## src/rtl/fetch_pkg.sv

```systemverilog
// Shared types and constants for the instruction fetch front-end.
package fetch_pkg;

  localparam logic [31:0] NOP_INSTR        = 32'h0000_0013;
  localparam logic [31:0] RESET_PC_DEFAULT = 32'h0000_0000;
  localparam int          CNT_W            = 8;

  typedef struct packed {
    logic [31:0] pc;
    logic [31:0] instr;
  } fetch_entry_t;

  function automatic logic [31:0] word_align(input logic [31:0] addr);
    return {addr[31:2], 2'b00};
  endfunction

endpackage

```

## src/rtl/fetch_queue_if.sv

```systemverilog
// Fetch front-end bus: redirect, instruction memory port, decode handshake.
interface fetch_queue_if;

  logic        i_redirect_valid;
  logic [31:0] i_redirect_pc;
  logic        o_imem_req;
  logic [31:0] o_imem_addr;
  logic        i_imem_ready;
  logic        i_imem_rvalid;
  logic [31:0] i_imem_rdata;
  logic        o_instr_valid;
  logic [31:0] o_instr;
  logic [31:0] o_pc;
  logic        i_instr_ready;
  logic        o_fetch_misalign;
  logic [31:0] o_misalign_pc;

  modport master (
    input  i_redirect_valid, i_redirect_pc, i_imem_ready, i_imem_rvalid,
           i_imem_rdata, i_instr_ready,
    output o_imem_req, o_imem_addr, o_instr_valid, o_instr, o_pc,
           o_fetch_misalign, o_misalign_pc
  );

  modport slave (
    output i_redirect_valid, i_redirect_pc, i_imem_ready, i_imem_rvalid,
           i_imem_rdata, i_instr_ready,
    input  o_imem_req, o_imem_addr, o_instr_valid, o_instr, o_pc,
           o_fetch_misalign, o_misalign_pc
  );

endinterface

```

## src/rtl/fetch_fifo.sv

```systemverilog
// Synchronous FIFO of fetch entries; clear dominates push and pop.
module fetch_fifo
  import fetch_pkg::*;
#(
  parameter int DEPTH = 2
) (
  input  logic                       clk,
  input  logic                       rst_n,
  input  logic                       clear,
  input  logic                       push,
  input  fetch_entry_t               push_data,
  input  logic                       pop,
  output fetch_entry_t               head,
  output logic [$clog2(DEPTH+1)-1:0] count,
  output logic                       empty,
  output logic                       full
);

  localparam int PW = $clog2(DEPTH);
  localparam int CW = $clog2(DEPTH+1);

  fetch_entry_t   mem [DEPTH];
  logic [PW-1:0]  wr_ptr;
  logic [PW-1:0]  rd_ptr;
  logic           do_push;
  logic           do_pop;

  assign empty   = (count == '0);
  assign full    = (count == CW'(DEPTH));
  assign do_pop  = pop & ~empty;
  assign do_push = push & (~full | do_pop);
  assign head    = mem[rd_ptr];

  // DEPTH is a power of two, so the pointers wrap naturally.
  always_ff @(posedge clk or negedge rst_n) begin
    if (!rst_n) begin
      wr_ptr <= '0;
      rd_ptr <= '0;
      count  <= '0;
    end else if (clear) begin
      wr_ptr <= '0;
      rd_ptr <= '0;
      count  <= '0;
    end else begin
      if (do_push) wr_ptr <= wr_ptr + 1'b1;
      if (do_pop)  rd_ptr <= rd_ptr + 1'b1;
      count <= count + CW'(do_push) - CW'(do_pop);
    end
  end

  always_ff @(posedge clk) begin
    if (do_push && !clear) mem[wr_ptr] <= push_data;
  end

endmodule

```

## src/rtl/fetch_queue.sv

```systemverilog
// Instruction fetch front-end: owns the fetch PC, credits imem requests, drops stale
// responses after a redirect. FETCH_MISALIGN_CHECK_EN enables misaligned-redirect halting.
module fetch_queue
  import fetch_pkg::*;
#(
  parameter int          DEPTH    = 2,
  parameter logic [31:0] RESET_PC = RESET_PC_DEFAULT,
  parameter int          MAX_OUT  = 4
) (
  input  logic           i_clk,
  input  logic           i_rst_n,
  fetch_queue_if.master  bus
);

  localparam int CW = $clog2(DEPTH+1);
  localparam int FW = CNT_W + 1;

  logic [31:0]      fetch_pc;
  logic [31:0]      resp_pc;
  logic [CNT_W-1:0] o_cnt;
  logic [CNT_W-1:0] drop_cnt;
  logic [CNT_W-1:0] live;
  logic [FW-1:0]    fill;
  logic             halted;
  logic [31:0]      redir_pc;
  logic             redirect;
  logic             rvalid;
  logic             accept;
  logic             credit_ok;
  logic             fifo_push;
  logic             fifo_pop;
  logic             fifo_empty;
  logic             fifo_full;
  logic [CW-1:0]    fifo_count;
  fetch_entry_t     fifo_head;
  fetch_entry_t     push_entry;

  assign redirect = bus.i_redirect_valid;
  assign rvalid   = bus.i_imem_rvalid;

  // Queue entries plus live in-flight requests may never exceed the queue size.
  assign live      = o_cnt - drop_cnt;
  assign fill      = {1'b0, live} + FW'(fifo_count);
  assign credit_ok = (fill < FW'(DEPTH)) & ~fifo_full;

  assign bus.o_imem_req  = i_rst_n & ~redirect & ~halted & credit_ok &
                           (o_cnt < CNT_W'(MAX_OUT));
  assign bus.o_imem_addr = fetch_pc;
  assign accept          = bus.o_imem_req & bus.i_imem_ready;

`ifdef FETCH_MISALIGN_CHECK_EN
  logic        redir_bad;
  logic        mis_q;
  logic [31:0] mis_pc_q;

  assign redir_pc  = bus.i_redirect_pc;
  assign redir_bad = (bus.i_redirect_pc[1:0] != 2'b00);

  always_ff @(posedge i_clk or negedge i_rst_n) begin
    if (!i_rst_n) begin
      halted   <= 1'b0;
      mis_q    <= 1'b0;
      mis_pc_q <= '0;
    end else begin
      mis_q <= redirect & redir_bad;
      if (redirect) halted <= redir_bad;
      if (redirect && redir_bad) mis_pc_q <= bus.i_redirect_pc;
    end
  end

  assign bus.o_fetch_misalign = mis_q;
  assign bus.o_misalign_pc    = mis_pc_q;
`else
  assign redir_pc             = word_align(bus.i_redirect_pc);
  assign halted               = 1'b0;
  assign bus.o_fetch_misalign = 1'b0;
  assign bus.o_misalign_pc    = '0;
`endif

  // A redirect dooms every response still owed, minus the one arriving this cycle.
  always_ff @(posedge i_clk or negedge i_rst_n) begin
    if (!i_rst_n) begin
      fetch_pc <= RESET_PC;
      resp_pc  <= RESET_PC;
      o_cnt    <= '0;
      drop_cnt <= '0;
    end else if (redirect) begin
      fetch_pc <= redir_pc;
      resp_pc  <= redir_pc;
      o_cnt    <= o_cnt - CNT_W'(rvalid);
      drop_cnt <= o_cnt - CNT_W'(rvalid);
    end else begin
      if (accept) fetch_pc <= fetch_pc + 32'd4;
      o_cnt <= o_cnt + CNT_W'(accept) - CNT_W'(rvalid);
      if (rvalid) begin
        if (drop_cnt != '0) drop_cnt <= drop_cnt - 1'b1;
        else                resp_pc  <= resp_pc + 32'd4;
      end
    end
  end

  assign push_entry = '{pc: resp_pc, instr: bus.i_imem_rdata};
  assign fifo_push  = rvalid & (drop_cnt == '0) & ~redirect;
  assign fifo_pop   = bus.i_instr_ready & ~redirect;

  fetch_fifo #(.DEPTH(DEPTH)) u_fifo (
    .clk       (i_clk),
    .rst_n     (i_rst_n),
    .clear     (redirect),
    .push      (fifo_push),
    .push_data (push_entry),
    .pop       (fifo_pop),
    .head      (fifo_head),
    .count     (fifo_count),
    .empty     (fifo_empty),
    .full      (fifo_full)
  );

  assign bus.o_instr_valid = ~fifo_empty;
  assign bus.o_instr       = fifo_empty ? NOP_INSTR : fifo_head.instr;
  assign bus.o_pc          = fifo_empty ? 32'h0 : fifo_head.pc;

endmodule

```

## src/flat_wrapper.sv

```systemverilog
// flat-port wrapper written by rule: the top's interface ports become plain ports
module fetch_queue_flat import fetch_pkg::*;
#(
  parameter int          DEPTH    = 2,
  parameter logic [31:0] RESET_PC = RESET_PC_DEFAULT,
  parameter int          MAX_OUT  = 4
)
  (i_clk, i_rst_n, bus_i_redirect_valid, bus_i_redirect_pc, bus_i_imem_ready, bus_i_imem_rvalid, bus_i_imem_rdata, bus_i_instr_ready, bus_o_imem_req, bus_o_imem_addr, bus_o_instr_valid, bus_o_instr, bus_o_pc, bus_o_fetch_misalign, bus_o_misalign_pc);
  fetch_queue_if bus_i ();
  input  logic i_clk;
  input  logic i_rst_n;
  input wire logic [$bits(bus_i.i_redirect_valid)-1:0] bus_i_redirect_valid;
  input wire logic [$bits(bus_i.i_redirect_pc)-1:0] bus_i_redirect_pc;
  input wire logic [$bits(bus_i.i_imem_ready)-1:0] bus_i_imem_ready;
  input wire logic [$bits(bus_i.i_imem_rvalid)-1:0] bus_i_imem_rvalid;
  input wire logic [$bits(bus_i.i_imem_rdata)-1:0] bus_i_imem_rdata;
  input wire logic [$bits(bus_i.i_instr_ready)-1:0] bus_i_instr_ready;
  output wire logic [$bits(bus_i.o_imem_req)-1:0] bus_o_imem_req;
  output wire logic [$bits(bus_i.o_imem_addr)-1:0] bus_o_imem_addr;
  output wire logic [$bits(bus_i.o_instr_valid)-1:0] bus_o_instr_valid;
  output wire logic [$bits(bus_i.o_instr)-1:0] bus_o_instr;
  output wire logic [$bits(bus_i.o_pc)-1:0] bus_o_pc;
  output wire logic [$bits(bus_i.o_fetch_misalign)-1:0] bus_o_fetch_misalign;
  output wire logic [$bits(bus_i.o_misalign_pc)-1:0] bus_o_misalign_pc;
  assign bus_i.i_redirect_valid = bus_i_redirect_valid;
  assign bus_i.i_redirect_pc = bus_i_redirect_pc;
  assign bus_i.i_imem_ready = bus_i_imem_ready;
  assign bus_i.i_imem_rvalid = bus_i_imem_rvalid;
  assign bus_i.i_imem_rdata = bus_i_imem_rdata;
  assign bus_i.i_instr_ready = bus_i_instr_ready;
  assign bus_o_imem_req = bus_i.o_imem_req;
  assign bus_o_imem_addr = bus_i.o_imem_addr;
  assign bus_o_instr_valid = bus_i.o_instr_valid;
  assign bus_o_instr = bus_i.o_instr;
  assign bus_o_pc = bus_i.o_pc;
  assign bus_o_fetch_misalign = bus_i.o_fetch_misalign;
  assign bus_o_misalign_pc = bus_i.o_misalign_pc;
  fetch_queue #(.DEPTH(DEPTH), .RESET_PC(RESET_PC), .MAX_OUT(MAX_OUT)) u_core (.i_clk(i_clk), .i_rst_n(i_rst_n), .bus(bus_i));
endmodule
```

## config.mk

```make
export PLATFORM = sky130hd
export DESIGN_NAME = fetch_queue_flat
export DESIGN_NICKNAME = d
export VERILOG_FILES = /design/src/rtl/fetch_pkg.sv /design/src/rtl/fetch_queue_if.sv /design/src/rtl/fetch_fifo.sv /design/src/rtl/fetch_queue.sv /design/src/flat_wrapper.sv
export SDC_FILE = /design/constraint.sdc
export NUM_CORES = 1
export LEC_CHECK = 0
export CORE_MARGIN = 10
export CORE_UTILIZATION = 45
export DETAILED_ROUTE_END_ITERATION = 8
export GPL_ROUTABILITY_DRIVEN = 1
export GPL_TIMING_DRIVEN = 1
export PLACE_DENSITY = 0.81
export RECOVER_POWER = 50
export SYNTH_ARGS = -nofsm -noshare
export SYNTH_HDL_FRONTEND = slang
export SYNTH_HIERARCHICAL = 1
export SYNTH_SLANG_ARGS = --single-unit
export TNS_END_PERCENT = 1
```

## constraint.sdc

```tcl
create_clock -name i_clk -period 7.49 [get_ports i_clk]
set_input_delay 1.8725 -clock i_clk [delete_from_list [all_inputs] [get_ports i_clk]]
set_output_delay 1.8725 -clock i_clk [all_outputs]
set_load 0.01 [all_outputs]
```

==> results of run 1 <==
-- kinds of logic (layout without fill, tap and decap cells) --
family | Yosys count | in the layout
XOR/XNOR | 51 | 51
other | 1 | 39
AO/OA/AOI/OAI | 123 | 123
flip-flops | 208 | 208
AND/OR/NAND/NOR | 359 | 359
buffers and inverters | 103 | 247
adder cells (fa/ha/maj) | 33 | 33
multiplexers | 68 | 68
-- report_power, final --
group	total (µW)	leakage [µW]	switching, µW	internal, µW
registers	1400	0.00212	107	1290
logic	802	0.00255	436	366
clock network	1040	0.000331	436	603
total	3240	0.00500	979	2260
-- flip-flops by register name, summed over array words and instances, names as in the netlist --
signal	flops
u_core/u_fifo/wr_ptr	1
u_core/resp_pc	30
u_core/bus.o_imem_addr	30
u_core/drop_cnt	8
u_core/o_cnt	8
u_core/u_fifo/rd_ptr	1
u_core/u_fifo/count	2
u_core/u_fifo/mem	128
-- placed cells by master (no fill, tap or decap), types with 38 or more instances in the layout --
cell,instances
nor2b_1,70
conb_1,39
clkdlybuf4s50_1,103
nand2_1,71
o21ai_0,59
dlygate4sd3_1,58
mux2_1,51
nor2_1,38
edfxtp_1,128
dfrtp_1,79
nand3_1,61
-- layout make-up --
class / count / area share
timing repair buffer: 173 / 0.127
inverter: 33 / 0.00934
clock inverter: 10 / 0.00613
sequential: 208 / 0.441
multi-input combinational: 673 / 0.341
tap: 319 / 0.0301
clock buffer: 31 / 0.0457
-- through the flow --
step | area (µm²) | TNS, ps | power (µW) | setup slack, ps | util
after CTS | 13300 | 0 | 3270 | 1770 | 0.566
after global routing | 13300 | 0 | 3430 | 1090 | 0.565
after global placement | 12600 | 0 | 2180 | 1770 | 0.536
after detailed placement | 12600 | 0 | 2220 | 1640 | 0.536
final | 13300 | 0 | 3240 | 1570 | 0.565
after floorplan | 10900 | -19820 | 2000 | -310 | -
-- worst min-delay path by stage --
stage | from | to | slack, ps | cells past startpoint
2_1_floorplan | u_core/resp_pc[31] | u_core/u_fifo/mem[0][63] | 460 | 0
3_3_place_gp | u_core/resp_pc[31] | u_core/u_fifo/mem[0][63] | 490 | 0
3_5_place_dp | u_core/resp_pc[31] | u_core/u_fifo/mem[0][63] | 490 | 0
4_1_cts | u_core/resp_pc[31] | u_core/u_fifo/mem[1][63] | 510 | 0
5_1_grt | u_core/resp_pc[31] | u_core/u_fifo/mem[1][63] | 530 | 0
6_report | u_core/resp_pc[31] | u_core/u_fifo/mem[0][63] | 510 | 0
-- layer usage --
metal,global-route usage,share of wire
met5,0,0
met2,0.253,0.47
met3,0.0369,0.076
met4,0.0463,0.018
met1,0.218,0.44
==> results_dict.tcl, run 1 <==
set metrics [dict create \
    run_status "complete, but fails checks" \
    violations "capacitance limit, slew limit" \
    detail_route.wl_per_cell_um 17.7 \
    ir_drop_v 0.000162 \
    ys.flop_type "edfxtp_1" \
    drtPass1Iterations 5 \
    vias_per_cell 5.25 \
    synth_top_family_by_area "simple AND/OR/NAND/NOR gates" \
    core_mm2 0.0235 \
    critPathBufInv 3 \
    nFillCells 1920 \
    r2r-start "u_core/o_cnt[0]" \
    critPathMaxFanout 81 \
    muxShareOfSynthArea 0.0713 \
    worstPathArrival_ps 6110 \
    pwr_density_cell_mw_per_mm2 245 \
    yosys_warnings 6 \
    rsz0062_at_grt "no" \
    numCtsBuffers 23 \
    ctsHoldBuffers 0 \
    end_kind "register" \
    multiInputGateArea_mm2 0.00452 \
    fin_skew_ps 13.4 \
    drive_gt1_frac 0.0683 \
    drt_iter0_drc 527 \
    yosysMostFrequentCell "edfxtp_1" \
    path_cells "clkbuf_1 -> clkbuf_1 -> nor2b_1 -> o21ai_0 -> nor3_2 -> buf_4" \
    synth_xor_area_frac 0.0415 \
    yosysTopAreaCellShare 0.357 \
    start_util 0.458 \
    synthAdderAreaFrac 0.0405 \
    via_count 7599 \
    worstSetupStartpointType "primary input" \
    grt-ovfl-total 0 \
    cts_tree "yes" \
    regArea_mm2 0.00585 \
    max_slew.worst_pin.slew_ps 3320 \
    h-tree-depth 1 \
    die_w_um 175 \
    wl_um 25500 \
    clock_latency_ps 500 \
    critical_path.slowest_cell "clkbuf_1" \
    synth_edf_count 128 \
    grt_max_degree 82 \
    ant_nets 0 \
    cts_root_buffer "clkbuf_16" \
    cpPeakStageDelay_ps 2330 \
    p_leak_uw 0.00500 \
    clockBufferDepth 3 \
    required_ps 7680 \
    first_global_vias 7445 \
    avgSynthCellArea_um2 11.4 \
    cts_resized 0 \
    path_delay_family "buffers and inverters" \
    drc 0 \
    synthSimpleGateAreaFrac 0.181 \
    hold_path_class "register to register" \
    timing.fmax_ghz 0.169 \
    layout.nets 1215 \
    synthTopCellsByCount "edfxtp_1 (128), dfrtp_1 (80), nand2_1 (71), nor2b_1 (70), nand3_1 (61)" \
    die_y_um 175 \
    cts_setup_buffers 0 \
    core.rowCount 56 \
    r2r-end "u_core/o_cnt[6]" \
    critical_path_cell_count 6 \
    netlist_instances 946 \
    grt_pass1_wl_um 40500 \
    fin_hold_ws_ps 510 \
    setup_violations 0 \
    synth_compound_area_frac 0.0691 \
    syn_to_final_growth_pct 23.3 \
    synth.distinct_cells 68 \
    async_flop_share 0.385 \
    slew_headroom -1.21 \
    hold_viol_final 0 \
    ys_ff_latch 208 \
    post-route-period-util 0.790 \
    clkSlewWorstSetupHoldPaths_ps 60 \
    synth_area_leaders "edfxtp_1 (36%), dfrtp_1 (19%), mux2_1 (5.3%)" \
    worst_setup_path_startpoint "bus_i_redirect_valid" \
    dpl.cell_count 1406 \
    crit_top_cell "clkbuf_1" \
    r2r_slack_ps 2170 \
    endpoint "u_core/u_fifo/mem[0][6]" \
    ff2ff_path_depth 21 \
    final_max_slew_viol_count 177 \
    fin_crit_ps 5920 \
    gp_congestion 0.833 \
    cap_violations 3 \
    dpl.hpwl_um 18000 \
    antenna_found_initial 0 \
    antenna_cells 0 \
    io_buffers 163 \
    path_class "primary input to register" \
    seq_area_frac_synth 0.543 \
    fin_cells 1447 \
    ios 201 \
    track_usage 0.161 \
    dieArea_mm2 0.0305 \
    numClockSinks 208 \
    synth_largest_area_cell "edfxtp_1" \
    synth_area_mm2 0.0108 \
]
Note: power is estimated with default switching activity, not from simulation.
==> run 2, diff against run 1 <==
- PLACE_DENSITY: 0.81 -> 0.84
- clock period: 7.49 -> 4.8 ns (I/O delays scaled with it)
==> results_dict.tcl, run 2 (same netlist as run 1, synthesis figures left out) <==
set metrics [dict create \
    antenna_cells 0 \
    pwr_density_cell_mw_per_mm2 387 \
    wl_um 25800 \
    p_switching_uw 1540 \
    critPathMaxFanout 2 \
    regArea_mm2 0.00585 \
    seqPwrFrac 0.423 \
    largest_reg_flops 128 \
    placed_cell_area_mm2 0.0126 \
    start_util 0.458 \
    core_mm2 0.0235 \
    comb_power_share 0.246 \
    hold_viol_final 0 \
    die_y_um 175 \
    layout_common_cells "edfxtp_1 (128), clkdlybuf4s50_1 (98), dfrtp_1 (79), nand2_1 (71), nor2b_1 (70)" \
    drive_gt1_frac 0.0733 \
    timing.fmax_ghz 0.216 \
    dieArea_mm2 0.0305 \
    cts_tree "yes" \
    layout.nets 1219 \
    drtPass1Iterations 5 \
    syn_to_final_growth_pct 24.2 \
    clkSlewWorstSetupHoldPaths_ps 70 \
    nFillCells 1922 \
    switching_share 0.298 \
    hold_path_class "register to register" \
    multiInputGateArea_mm2 0.00453 \
    io_buffers 163 \
    largest_register "u_core/u_fifo/mem" \
    layout_commonest_cell "edfxtp_1" \
    required_ps 3600 \
    clock_latency_ps 510 \
    grt_pass1_wl_um 40700 \
    violations "capacitance limit, slew limit" \
    ios 201 \
    path_class "register to output port" \
    slew_headroom -0.364 \
    p_clk_frac 0.330 \
    fin_ws_ps 175 \
    worstPathArrival_ps 3430 \
    final_max_slew_viol_count 120 \
    detail_route.wl_per_cell_um 17.8 \
    post-route-period-util 0.964 \
    drc 0 \
    numCtsBuffers 22 \
    cts_root_buffer "clkbuf_16" \
    design_area_mm2 0.0134 \
    end_kind "output port" \
    core.rowCount 56 \
    track_usage 0.162 \
    max_slew.worst_pin.slew_ps 2050 \
    clockBufferDepth 3 \
    grt-ovfl-total 0 \
    fin_hold_ws_ps 509 \
    p_int_uw 3630 \
    fin_skew_ps 28.5 \
    run_status "complete, but fails checks" \
    worstSetupStartpointType "register" \
    setup_violations 0 \
    p_leak_uw 0.00506 \
    ir_drop_v 0.000252 \
    first_global_vias 7590 \
    vias_per_cell 5.24 \
    drt_iter0_drc 704 \
    rsz0062_at_grt "no" \
    antenna_found_initial 0 \
    dpl.hpwl_um 18400 \
    ant_nets 0 \
    place_ws_ps 275 \
    grt_max_degree 82 \
    die_w_um 175 \
    h-tree-depth 1 \
    gp_congestion 0.847 \
    fin_crit_ps 4630 \
    numClockSinks 208 \
    cap_violations 2 \
    cts_setup_buffers 0 \
    via_count 7608 \
]
-- run 2: routing by layer --
metal	vias to the layer above	share of wire	global-route usage
met2	278	0.46	0.257
li1	3673	-	-
met3	33	0.082	0.0435
met5	-	0	0
met4	0	0.019	0.0442
met1	3624	0.44	0.215
-- run 2: final timing paths --
check	to	slack [ps]	from	cells after the start
setup / recovery	bus_o_imem_req	170	u_core/o_cnt[0]	11
hold / removal	u_core/u_fifo/mem[1][63]	510	u_core/resp_pc[31]	0
setup reg to reg	u_core/o_cnt[6]	320	u_core/o_cnt[0]	21
hold reg to reg	u_core/u_fifo/mem[1][63]	510	u_core/resp_pc[31]	0
max in group asynchronous	u_core/u_fifo/rd_ptr	1280	i_rst_n	3
min in group asynchronous	u_core/o_cnt[5]	1440	i_rst_n	2
-- run 2: timing repair --
item | 4_1_cts | 5_1_grt
hold buffers | 0 | 0
pin swaps | 0 | 1
setup endpoints to repair | 1 | 2
gates resized for setup | 2 | 3
-- run 2: stage by stage --
step | cells | power (µW) | setup TNS (ps) | util
after floorplan | 984 | 3120 | -24850 | -
after global placement | 1411 | 3410 | 0 | 0.539
after detailed placement | 1411 | 3470 | 0 | 0.539
after CTS | 1451 | 5190 | 0 | 0.570
after global routing | 1451 | 5440 | 0 | 0.569
final | 1451 | 5170 | 0 | 0.569
-- run 2: final cells by class --
cell class,instances,share of cell area
flip-flops and latches,208,0.438
multi-input cells,673,0.339
repair buffers,178,0.130
clock buffers,28,0.0444
well taps,319,0.0299
clock inverters,12,0.0105
inverters,33,0.00927
-- run 2: power by group through the flow --
stage / clock network, µW / logic, µW / registers [µW]
floorplan: 0 / 935 / 2180
global placement: 0 / 1200 / 2210
detailed placement: 0 / 1250 / 2220
CTS: 1740 / 1260 / 2180
global route: 1810 / 1420 / 2210
finish: 1710 / 1270 / 2190
-- run 2: worst max-delay path, stage by stage, from the launching register on --
cell	delay, ps
dfrtp_1	390
inv_1	80
ha_1	170
inv_1	60
fa_1	530
fa_1	440
nand3b_1	180
a2111oi_2	280
and3_1	210
and3_4	200
o211a_1	140
clkdlybuf4s15_1	240
